$ cat src/rtl/block_residual_loader_pkg.sv
// Shared constants, FSM state type and data_out packing helper for the residual loader.
package block_residual_loader_pkg;

  localparam int unsigned W     = 8;
  localparam int unsigned LOGW  = 3;
  localparam int unsigned N     = 16;
  localparam int unsigned LOGN  = 4;
  localparam int unsigned R     = 2;
  localparam int unsigned D     = 8;
  localparam int unsigned LOGD  = 3;

  localparam int unsigned EW    = W + 1;
  localparam int unsigned DataW = N * EW;
  localparam int unsigned AddrW = LOGD + LOGN;
  localparam int unsigned CostW = 10;
  localparam int unsigned FW    = LOGN + 1;

  typedef enum logic [2:0] {
    StIdle,
    StFetch,
    StDecide,
    StPresent,
    StDone
  } state_e;

  // Element 0 occupies the most significant slice of data_out.
  function automatic int unsigned elem_lsb(input int unsigned idx);
    return (N - 1 - idx) * EW;
  endfunction

endpackage

$ cat src/rtl/block_residual_loader_if.sv
// Pixel-memory port and encoder block handshake of the residual loader.
interface block_residual_loader_if;
  import block_residual_loader_pkg::*;

  logic [AddrW-1:0] mem_addr;
  logic [W-1:0]     mem_rdata;
  logic             start;
  logic             start_ack;
  logic             mode_out;
  logic [DataW-1:0] data_out;

  modport master (
    output mem_addr,
    output start,
    output mode_out,
    output data_out,
    input  mem_rdata,
    input  start_ack
  );

  modport slave (
    input  mem_addr,
    input  start,
    input  mode_out,
    input  data_out,
    output mem_rdata,
    output start_ack
  );
endinterface

$ cat src/rtl/block_residual_loader_sm_diff.sv
// Combinational a-b as sign-magnitude {sign, mag} plus the Rice unary cost mag >> R.
module block_residual_loader_sm_diff
  import block_residual_loader_pkg::*;
(
  input  logic [W-1:0]  i_a,
  input  logic [W-1:0]  i_b,
  output logic [EW-1:0] o_elem,
  output logic [W-1:0]  o_cost
);

  logic         w_neg;
  logic [W-1:0] w_mag;

  assign w_neg  = i_a < i_b;
  assign w_mag  = w_neg ? (i_b - i_a) : (i_a - i_b);
  assign o_elem = {w_neg, w_mag};
  assign o_cost = w_mag >> R;

endmodule

$ cat src/rtl/block_residual_loader.sv
// Fetches D blocks of N pixels, picks the cheaper prediction mode per block and hands
// sign-magnitude residuals to the Rice encoder one block at a time.
module block_residual_loader
  import block_residual_loader_pkg::*;
(
  input  logic                    clk,
  input  logic                    rst,
  input  logic                    en,
  block_residual_loader_if.master bus,
  output logic                    data_all_done
);

  localparam logic [LOGN-1:0] IdxOne = LOGN'(1);

  state_e           r_state;
  logic [LOGD-1:0]  r_block;
  logic [FW-1:0]    r_f;
  logic [W-1:0]     r_pix [N];
  logic [CostW-1:0] r_cost0;
  logic [CostW-1:0] r_cost1;
  logic             r_start;
  logic             r_mode;
  logic             r_done;
  logic [DataW-1:0] r_data;
  logic [AddrW-1:0] r_addr;

  logic [LOGN-1:0]  w_cap_idx;
  logic [LOGN-1:0]  w_prev_idx;
  logic [LOGD-1:0]  w_next_block;
  logic [W-1:0]     w_cost0;
  logic [W-1:0]     w_cost1;
  logic [EW-1:0]    w_unused_fetch_elem0;
  logic [EW-1:0]    w_unused_fetch_elem1;
  logic             w_mode;
  logic [EW-1:0]    w_elem [N];
  logic [W-1:0]     w_unused_dec_cost [1:N-1];
  logic [DataW-1:0] w_packed;

  // In FETCH cycle f the pixel arriving on mem_rdata is p[f-1].
  assign w_cap_idx    = r_f[LOGN-1:0] - IdxOne;
  assign w_prev_idx   = w_cap_idx - IdxOne;
  assign w_next_block = r_block + LOGD'(1);

  block_residual_loader_sm_diff u_fetch_mode0 (
    .i_a    (bus.mem_rdata),
    .i_b    (r_pix[w_prev_idx]),
    .o_elem (w_unused_fetch_elem0),
    .o_cost (w_cost0)
  );

  block_residual_loader_sm_diff u_fetch_mode1 (
    .i_a    (bus.mem_rdata),
    .i_b    (r_pix[0]),
    .o_elem (w_unused_fetch_elem1),
    .o_cost (w_cost1)
  );

  // Tie goes to mode 0.
  assign w_mode    = r_cost1 < r_cost0;
  assign w_elem[0] = {1'b0, r_pix[0]};

  for (genvar gi = 1; gi < N; gi++) begin : g_dec
    block_residual_loader_sm_diff u_dec (
      .i_a    (r_pix[gi]),
      .i_b    (w_mode ? r_pix[0] : r_pix[gi-1]),
      .o_elem (w_elem[gi]),
      .o_cost (w_unused_dec_cost[gi])
    );
  end

  always_comb begin
    w_packed = '0;
    for (int i = 0; i < N; i++) begin
      w_packed[elem_lsb(i) +: EW] = w_elem[i];
    end
  end

  always_ff @(posedge clk) begin
    if (rst) begin
      r_state <= StIdle;
      r_block <= '0;
      r_f     <= '0;
      r_cost0 <= '0;
      r_cost1 <= '0;
      r_start <= 1'b0;
      r_mode  <= 1'b0;
      r_done  <= 1'b0;
      r_data  <= '0;
      r_addr  <= '0;
      for (int i = 0; i < N; i++) begin
        r_pix[i] <= '0;
      end
    end else begin
      unique case (r_state)
        StIdle: begin
          if (en) begin
            r_state <= StFetch;
            r_f     <= '0;
            r_addr  <= {r_block, {LOGN{1'b0}}};
            r_cost0 <= '0;
            r_cost1 <= '0;
          end
        end
        StFetch: begin
          // Address is left on the last pixel once all N have been issued.
          if (r_f < FW'(N - 1)) begin
            r_addr <= r_addr + AddrW'(1);
          end
          if (r_f != '0) begin
            r_pix[w_cap_idx] <= bus.mem_rdata;
          end
          if (r_f >= FW'(2)) begin
            r_cost0 <= r_cost0 + CostW'(w_cost0);
            r_cost1 <= r_cost1 + CostW'(w_cost1);
          end
          if (r_f == FW'(N)) begin
            r_state <= StDecide;
          end else begin
            r_f <= r_f + FW'(1);
          end
        end
        StDecide: begin
          r_data  <= w_packed;
          r_mode  <= w_mode;
          r_start <= 1'b1;
          r_state <= StPresent;
        end
        StPresent: begin
          if (bus.start_ack) begin
            r_start <= 1'b0;
            r_block <= w_next_block;
            if (r_block == LOGD'(D - 1)) begin
              r_state <= StDone;
              r_done  <= 1'b1;
            end else begin
              r_state <= StFetch;
              r_f     <= '0;
              r_addr  <= {w_next_block, {LOGN{1'b0}}};
              r_cost0 <= '0;
              r_cost1 <= '0;
            end
          end
        end
        StDone: begin
          r_state <= StDone;
        end
        default: begin
          r_state <= StIdle;
        end
      endcase
    end
  end

  assign bus.mem_addr   = r_addr;
  assign bus.start      = r_start;
  assign bus.mode_out   = r_mode;
  assign bus.data_out   = r_data;
  assign data_all_done  = r_done;

endmodule

$ cat src/flat_wrapper.sv
// flat-port wrapper written by rule: the top's interface ports become plain ports
module block_residual_loader_flat import block_residual_loader_pkg::*;
  (clk, rst, en, data_all_done, bus_mem_addr, bus_start, bus_mode_out, bus_data_out, bus_mem_rdata, bus_start_ack);
  block_residual_loader_if bus_i ();
  input  logic clk;
  input  logic rst;
  input  logic en;
  output logic data_all_done;
  output wire logic [$bits(bus_i.mem_addr)-1:0] bus_mem_addr;
  output wire logic [$bits(bus_i.start)-1:0] bus_start;
  output wire logic [$bits(bus_i.mode_out)-1:0] bus_mode_out;
  output wire logic [$bits(bus_i.data_out)-1:0] bus_data_out;
  input wire logic [$bits(bus_i.mem_rdata)-1:0] bus_mem_rdata;
  input wire logic [$bits(bus_i.start_ack)-1:0] bus_start_ack;
  assign bus_mem_addr = bus_i.mem_addr;
  assign bus_start = bus_i.start;
  assign bus_mode_out = bus_i.mode_out;
  assign bus_data_out = bus_i.data_out;
  assign bus_i.mem_rdata = bus_mem_rdata;
  assign bus_i.start_ack = bus_start_ack;
  block_residual_loader u_core (.clk(clk), .rst(rst), .en(en), .bus(bus_i), .data_all_done(data_all_done));
endmodule
$ cat config.mk
export PLATFORM = sky130hd
export DESIGN_NAME = block_residual_loader_flat
export DESIGN_NICKNAME = d
export VERILOG_FILES = /design/src/rtl/block_residual_loader_pkg.sv /design/src/rtl/block_residual_loader_if.sv /design/src/rtl/block_residual_loader_sm_diff.sv /design/src/rtl/block_residual_loader.sv /design/src/flat_wrapper.sv
export SDC_FILE = /design/constraint.sdc
export NUM_CORES = 1
export LEC_CHECK = 0
export ABC_AREA = 1
export CORE_ASPECT_RATIO = 1.2
export CORE_UTILIZATION = 50
export CTS_BUF_LIST = sky130_fd_sc_hd__clkbuf_8
export DETAILED_ROUTE_END_ITERATION = 6
export HOLD_SLACK_MARGIN = 0.08
export MAX_ROUTING_LAYER = met4
export PLACE_DENSITY = 0.69
export SYNTH_ARGS = -nofsm -noshare
export SYNTH_HDL_FRONTEND = slang
export SYNTH_SLANG_ARGS = --single-unit
export TNS_END_PERCENT = 10
$ cat constraint.sdc
create_clock -name clk -period 9.3 [get_ports clk]
set_clock_uncertainty 0.05 [all_clocks]
set_input_delay 1.86 -clock clk [delete_from_list [all_inputs] [get_ports clk]]
set_output_delay 1.86 -clock clk [all_outputs]
set_load 0.1 [all_outputs]
---- Word-level counts from Yosys, hierarchy flattened ----
Memories as Yosys holds them, arrays and structs flattened.
Cells that the tools add are included.
word-level totals
  flip-flop bits (word level) ............. 184
  bits in writable memories ............... 128
  bits of input ports ..................... 12
  output and inout bits ................... 154
  word-level logic and storage cells ...... 161
  memories ................................ 1
memories
  memory        depth  width  read ports  clocked after memory_dff  wr ports  line                         RTL
  u_core.r_pix  16     8      17          0                         16        block_residual_loader.sv:18  logic [W-1:0] r_pix [N];
cells by class
  add/subtract/negate cells ............... 41
  order comparisons ....................... 20
  equal/unequal tests ..................... 13
  mux-type cells .......................... 64
  reduce and logical (&&, ||, !) cells .... 12
operators by type and width
  cell                                                   number
  subtractor 8 bit                                       34
  two-way mux 8 bit                                      32
  < comparator 8 bit                                     17
  one-hot mux 10 bit (3 select lines)                    2
  two-way mux 10 bit                                     5
  two-way mux 7 bit                                      4
  one-hot mux 7 bit (3 select lines)                     1
  adder 10 x 6 -> 10 bit                                 2
  two-way mux 5 bit                                      4
  one-hot mux 3 bit (5 select lines)                     1
  one-hot mux 5 bit (3 select lines)                     1
  AND reduction 5 bit                                    3
  two-way mux 3 bit                                      4
  < comparator 10 bit                                    1
  two-way mux 1 bit                                      8
  inequality test 2 bit, second input constant           4
  OR reduction 8 bit                                     1
  subtractor 4 x 1 -> 4 bit, second input constant       2
  adder 7 x 1 -> 7 bit, second input constant            1
  equality test 3 x 2 -> 1 bit, second input constant    2
  equality test 3 bit, second input constant             2
  inequality test 2 x 1 -> 1 bit, second input constant  3
  AND reduction 3 bit                                    2
  adder 5 x 1 -> 5 bit, second input constant            1
  12 further kinds                                       13

---- Longest topological paths before layout ----
An unclocked memory read counts as a cell.
  depth after elaboration ................. 8
  depth in mapped cells ................... 38
  depth with buffers taken out ............ 34

---- Modules after synthesis ----
From an unflattened synthesis, not the netlist that was laid out.
unflattened totals
  cells, all modules ...................... 4707
  area, all modules ....................... 30653.1 um^2
modules (own cells, without submodules)
  module                         times used  cells an instance  area an instance (um^2)  sequential area each (um^2)
  block_residual_loader_sm_diff  17          162                915.9                    0.0
  block_residual_loader          1           1953               15083.2                  7527.2

---- Worst setup path after synthesis ----
OpenSTA, ideal clock, no wires.
  path type ............................... in2reg
  start ................................... input port bus_mem_rdata[3]
  end ..................................... register u_core.r_cost1[8]
  library setup time ...................... 117 ps
  data arrival time ....................... 5098 ps
  required time ........................... 9133 ps
  setup slack ............................. 4035 ps
  stages .................................. 24
  buffers on the path ..................... 2
  cells stage by stage .................... clkinv_1 -> clkbuf_1 -> ha_1 -> buf_2 -> a21oi_1 -> a21boi_2 -> o21ai_1 -> a21o_1 -> a21oi_4 -> inv_2 -> nand2_1 -> nand2_1 -> inv_1 -> ha_1 -> inv_1 -> fa_1 -> o21ai_0 -> nand2_1 -> nand2_1 -> a21oi_1 -> nor2_1 -> nand2_1 -> o21ai_0 -> nor2_1
on the way
  cells in the longest elaborated chain, start to end .. 5
  elaborated cells between the ends (all ways) .. 7
  those cells by class .................... add/sub (3); order compare (1); mux (3)
RTL lines
  element                                                        line                                                                      RTL
  start: declaration                                             flat_wrapper.sv:13                                                        input wire logic [$bits(bus_i.mem_rdata)-1:0] bus_mem_rdata;
  subtractor 8 bit / < comparator 8 bit (equally long branches)  block_residual_loader_sm_diff.sv:15, block_residual_loader_sm_diff.sv:14
  two-way mux 8 bit *                                            block_residual_loader_sm_diff.sv:15                                       assign w_mag = w_neg ? (i_b - i_a) : (i_a - i_b);
  adder 10 x 6 -> 10 bit *                                       block_residual_loader.sv:114                                              r_cost1 <= r_cost1 + CostW'(w_cost1);
  two-way mux 10 bit *                                           block_residual_loader.sv:112                                              if (r_f >= FW'(2)) begin
  one-hot mux 10 bit (3 select lines) *                          block_residual_loader.sv:94                                               unique case (r_state)
  end signal: assignment                                         block_residual_loader.sv:114
  end: declaration                                               block_residual_loader.sv:20                                               logic [CostW-1:0] r_cost1;
Mark *: on every way between the ends. The rest lies on a longest branch, timed or not. The select of a mux whose other input is x is not followed.
A chain may end at the register's enable or synchronous reset.

---- Worst setup path in the final report ----
  start ................................... register u_core.r_f[0]
  end ..................................... register u_core.r_cost0[8]
on the way
  cells in the longest elaborated chain, start to end .. 8
  elaborated cells between the ends (all ways) .. 13
  those cells by class .................... add/sub (5); order compare (2); eq/ne (1); mux (3); reduce/logical (1); memory (1)
RTL lines
  element                                                        line                                                                      RTL
  start: declaration                                             block_residual_loader.sv:17                                               logic [FW-1:0] r_f;
  start signal: assignment                                       block_residual_loader.sv:119                                              r_f <= r_f + FW'(1);
  subtractor 4 x 1 -> 4 bit                                      block_residual_loader.sv:40                                               assign w_cap_idx = r_f[LOGN-1:0] - IdxOne;
  subtractor 4 x 1 -> 4 bit                                      block_residual_loader.sv:41                                               assign w_prev_idx = w_cap_idx - IdxOne;
  memory read (16 x 8 bit)                                       -
  subtractor 8 bit / < comparator 8 bit (equally long branches)  block_residual_loader_sm_diff.sv:15, block_residual_loader_sm_diff.sv:14
  two-way mux 8 bit                                              block_residual_loader_sm_diff.sv:15
  adder 10 x 6 -> 10 bit                                         block_residual_loader.sv:113                                              r_cost0 <= r_cost0 + CostW'(w_cost0);
  two-way mux 10 bit                                             block_residual_loader.sv:112
  one-hot mux 10 bit (3 select lines)                            block_residual_loader.sv:94
  end signal: assignment                                         block_residual_loader.sv:113
  end: declaration                                               block_residual_loader.sv:19                                               logic [CostW-1:0] r_cost0;
Several ways; a longest one is shown, not always the timed one. The select of a mux whose other input is x is not followed.

==> impl_metrics.tcl <==
set metrics [dict create \
    status "finished, violations left" \
    violations "design-rule violations" \
    grt_overflow 0 \
    synth_warnings 0 \
    drc_errors 12 \
    ctsRootBufferMaster "clkbuf_8" \
    antenna_found_initial 2 \
    ff2ff_setup_slack_ps 3090 \
    setup_violations 0 \
    track_usage_pct 29.2 \
    grt_use_met3_pct 3.19 \
    drtIter0Drc 1567 \
    initial_utilization_pct 50.9 \
    layout_setup_ws_ps 3090 \
    num_rows 89 \
    area_growth_pct 11.8 \
    min_path_cells 2 \
    synth_nets 3810 \
    slew_viol_final 0 \
    clock.fmax_mhz 161 \
    clockBufferDepth 3 \
    setup_tns_ps 0 \
    gp_congestion 0.991 \
    crit_top_cell "nand2_1" \
    cpMaxStageDelayCell "buf_4" \
    period_share_pct 66.7 \
    clkSinkCount 312 \
    grt_pass1_wl_um 114000 \
    post_cts_buffers 0 \
    postSynthAreaPerCell_sq_um 7.21 \
    die_h_um 247 \
    path_class "reg2reg" \
    drtPass1Iterations 7 \
    startpoint_type "register" \
    clk_pin_slew_ps 60 \
    ys_types 56 \
    cts_resized 0 \
    place_area_sq_mm 0.0270 \
    stdcell_area_sq_mm 0.0281 \
    ys_seq_area_share_pct 30.0 \
    relSlewSlack_pct 30.0 \
    insertion_delay_ps 670 \
    hp-class "reg2reg" \
    num_vias 23008 \
    routed_wirelength_um 72000 \
    cts_max_level 2 \
    synth-seq-cells 312 \
    finalNetCount 3890 \
    syn_area_sq_mm 0.0251 \
    core_sq_mm 0.0493 \
    synthCells 3483 \
    timing.rr.end "u_core.r_cost0[8]" \
    hold_path_end "u_core.data_all_done" \
    end_kind "register" \
    final_layout_size_suffix_gt1_share_pct 4.77 \
    via_per_inst 5.42 \
    die_x_um 207 \
    grt_busiest_layer "met2" \
    critPathMaxStageDelay_ps 660 \
    grt_setup_unrepaired "false" \
    grt_pass1_vias 21535 \
    ios 166 \
    arrival_ps 6650 \
    r2r_cells 32 \
    numCtsBuffers 53 \
    hold_viol_final 0 \
    critPathMaxFanout 86 \
    io_buffers 164 \
    use_met2_pct 47.1 \
    dp_hpwl_um 52800 \
    antenna_left 0 \
    met1_usage_pct 37.2 \
    r2r_start "u_core.r_f[0]" \
    cts_tree "done" \
    cts_hold_buf 0 \
    wire_per_inst_um 17.0 \
    period_needed_ps 6210 \
    cp.required_ps 9740 \
    maxCapViolations 0 \
    tightest_slew_ps 1050 \
    dp_slack_ps 2780 \
    grt_max_degree 182 \
    die-area_sq_mm 0.0511 \
    hold_start "u_core.data_all_done" \
]
cell families (layout without fill, tap and decap cells):
logic type,count (synthesis),in the layout,synth area share [%]
and+or+nand+nor,1194,1194,19.5
AOI/OAI and AO/OA,898,898,20.7
buffers and inverters,695,819,10.8
adders and majority gates,315,315,16.7
DFF,312,312,30.0
xor gates and xnor gates,68,68,2.37
other,1,3,0.0149
registers in the layout, summed over array words and instances (netlist names):
signal and cells:
u_core.bus.data_out 143, u_core.r_pix 128, u_core.r_cost0 10, u_core.r_cost1 10, u_core.bus.mem_addr 7, u_core.r_f 5
u_core.r_block 3, u_core.r_state 3, u_core.bus.mode_out 1, u_core.bus.start 1, u_core.data_all_done 1
critical path: cells and delay by family, from the launching register on:
kind            cells  cell delay [ps]
flops               1              330
compound gates     10             1610
fa+ha+maj           4             1290
buf+inv             6             1270
simple gates       12             1460
layout by cell type, fill, tap and decap left out, types with 21 or more instances in the layout:
cell type | Yosys | final
o21a_1 | 66 | 66
xor2_1 | 48 | 48
nand3_1 | 185 | 185
o21bai_1 | 32 | 32
ha_1 | 283 | 283
o211ai_1 | 67 | 67
o21ai_0 | 273 | 273
fa_1 | 32 | 32
inv_1 | 520 | 531
edfxtp_1 | 128 | 128
nand2_1 | 659 | 659
o21ai_1 | 64 | 64
nor2_1 | 281 | 281
dfxtp_1 | 184 | 183
clkinv_1 | 8 | 21
clkdlybuf4s50_1 | 0 | 163
a21oi_1 | 312 | 312
clkbuf_8 | 0 | 57
nand2_2 | 25 | 25
worst max path at each step:
stage / start / end / slack (ps) / depth (start not counted)
after floorplan: bus_mem_rdata[3] / u_core.r_cost1[8] / 4030 / 24
after global placement: bus_mem_rdata[3] / u_core.r_cost1[8] / 2860 / 23
after detailed placement: bus_mem_rdata[3] / u_core.r_cost1[8] / 2780 / 23
after CTS: u_core.r_f[0] / u_core.r_cost0[8] / 3170 / 32
after global routing: u_core.r_f[0] / u_core.r_cost0[9] / 2540 / 29
final: u_core.r_f[0] / u_core.r_cost0[8] / 3090 / 32
stage by stage:
stage,hold slack [ps],util (%),cells
floorplan,397,-,3483
global placement,394,54.7,4145
detailed placement,394,54.7,4145
CTS,406,56.9,4244
global route,434,56.9,4246
finish,403,56.9,4246
cell type report:
cell class              instances  area [sq um]
clock buffers                  57           785
diodes                          2          5.00
clock inverters                42           312
well taps                     637           797
multi-input cells            2476         14900
repair buffers                175          1730
fillers                      4778         21200
flip-flops and latches        312          7530
inverters                     545          2050
synthesized netlist by cell type (all sizes together):
cell type    n  share of area (%)
o221ai       1              0.035
a21o         8               0.24
nor4         1              0.025
o211ai      67                2.0
clkbuf      76                1.1
and3         1              0.025
a41oi        1              0.035
ha         283                 14
a32oi        2              0.070
a221oi       1              0.035
xnor2       20               0.70
a21boi       2              0.075
nor3        20               0.42
nand2      685                 11
a32o         3               0.12
nor3b        5               0.15
nand3      187                3.8
o21ai      338                6.8
a31o        16               0.56
edfxtp     128                 15
a211oi       9               0.27
nor2       285                4.3
conb         1              0.015
o22ai       17               0.42
o2bb2ai      1              0.035
a21oi      325                6.9
xor2        48                1.7
fa          32                2.6
a31oi        7               0.17
or3          1              0.025
clkinv       8               0.12
inv        537                8.0
nand3b       2              0.060
dfxtp      184                 15
buf         74                1.5
nand4        4               0.10
a311oi       1              0.035
o21bai      32               0.96
or2          3              0.075
o21a        66                2.0
a2bb2oi      1              0.035
layer usage:
layer / part of all wire [%] / wire length (um)
met1: 44 / 31400
met3: 6.0 / 4290
met5: 0 / 0
met2: 47 / 33600
met4: 3.8 / 2750
Power is left out: the tool's default activity adds up to more than one toggle a clock period on the data nets, which glitch-free logic cannot reach.
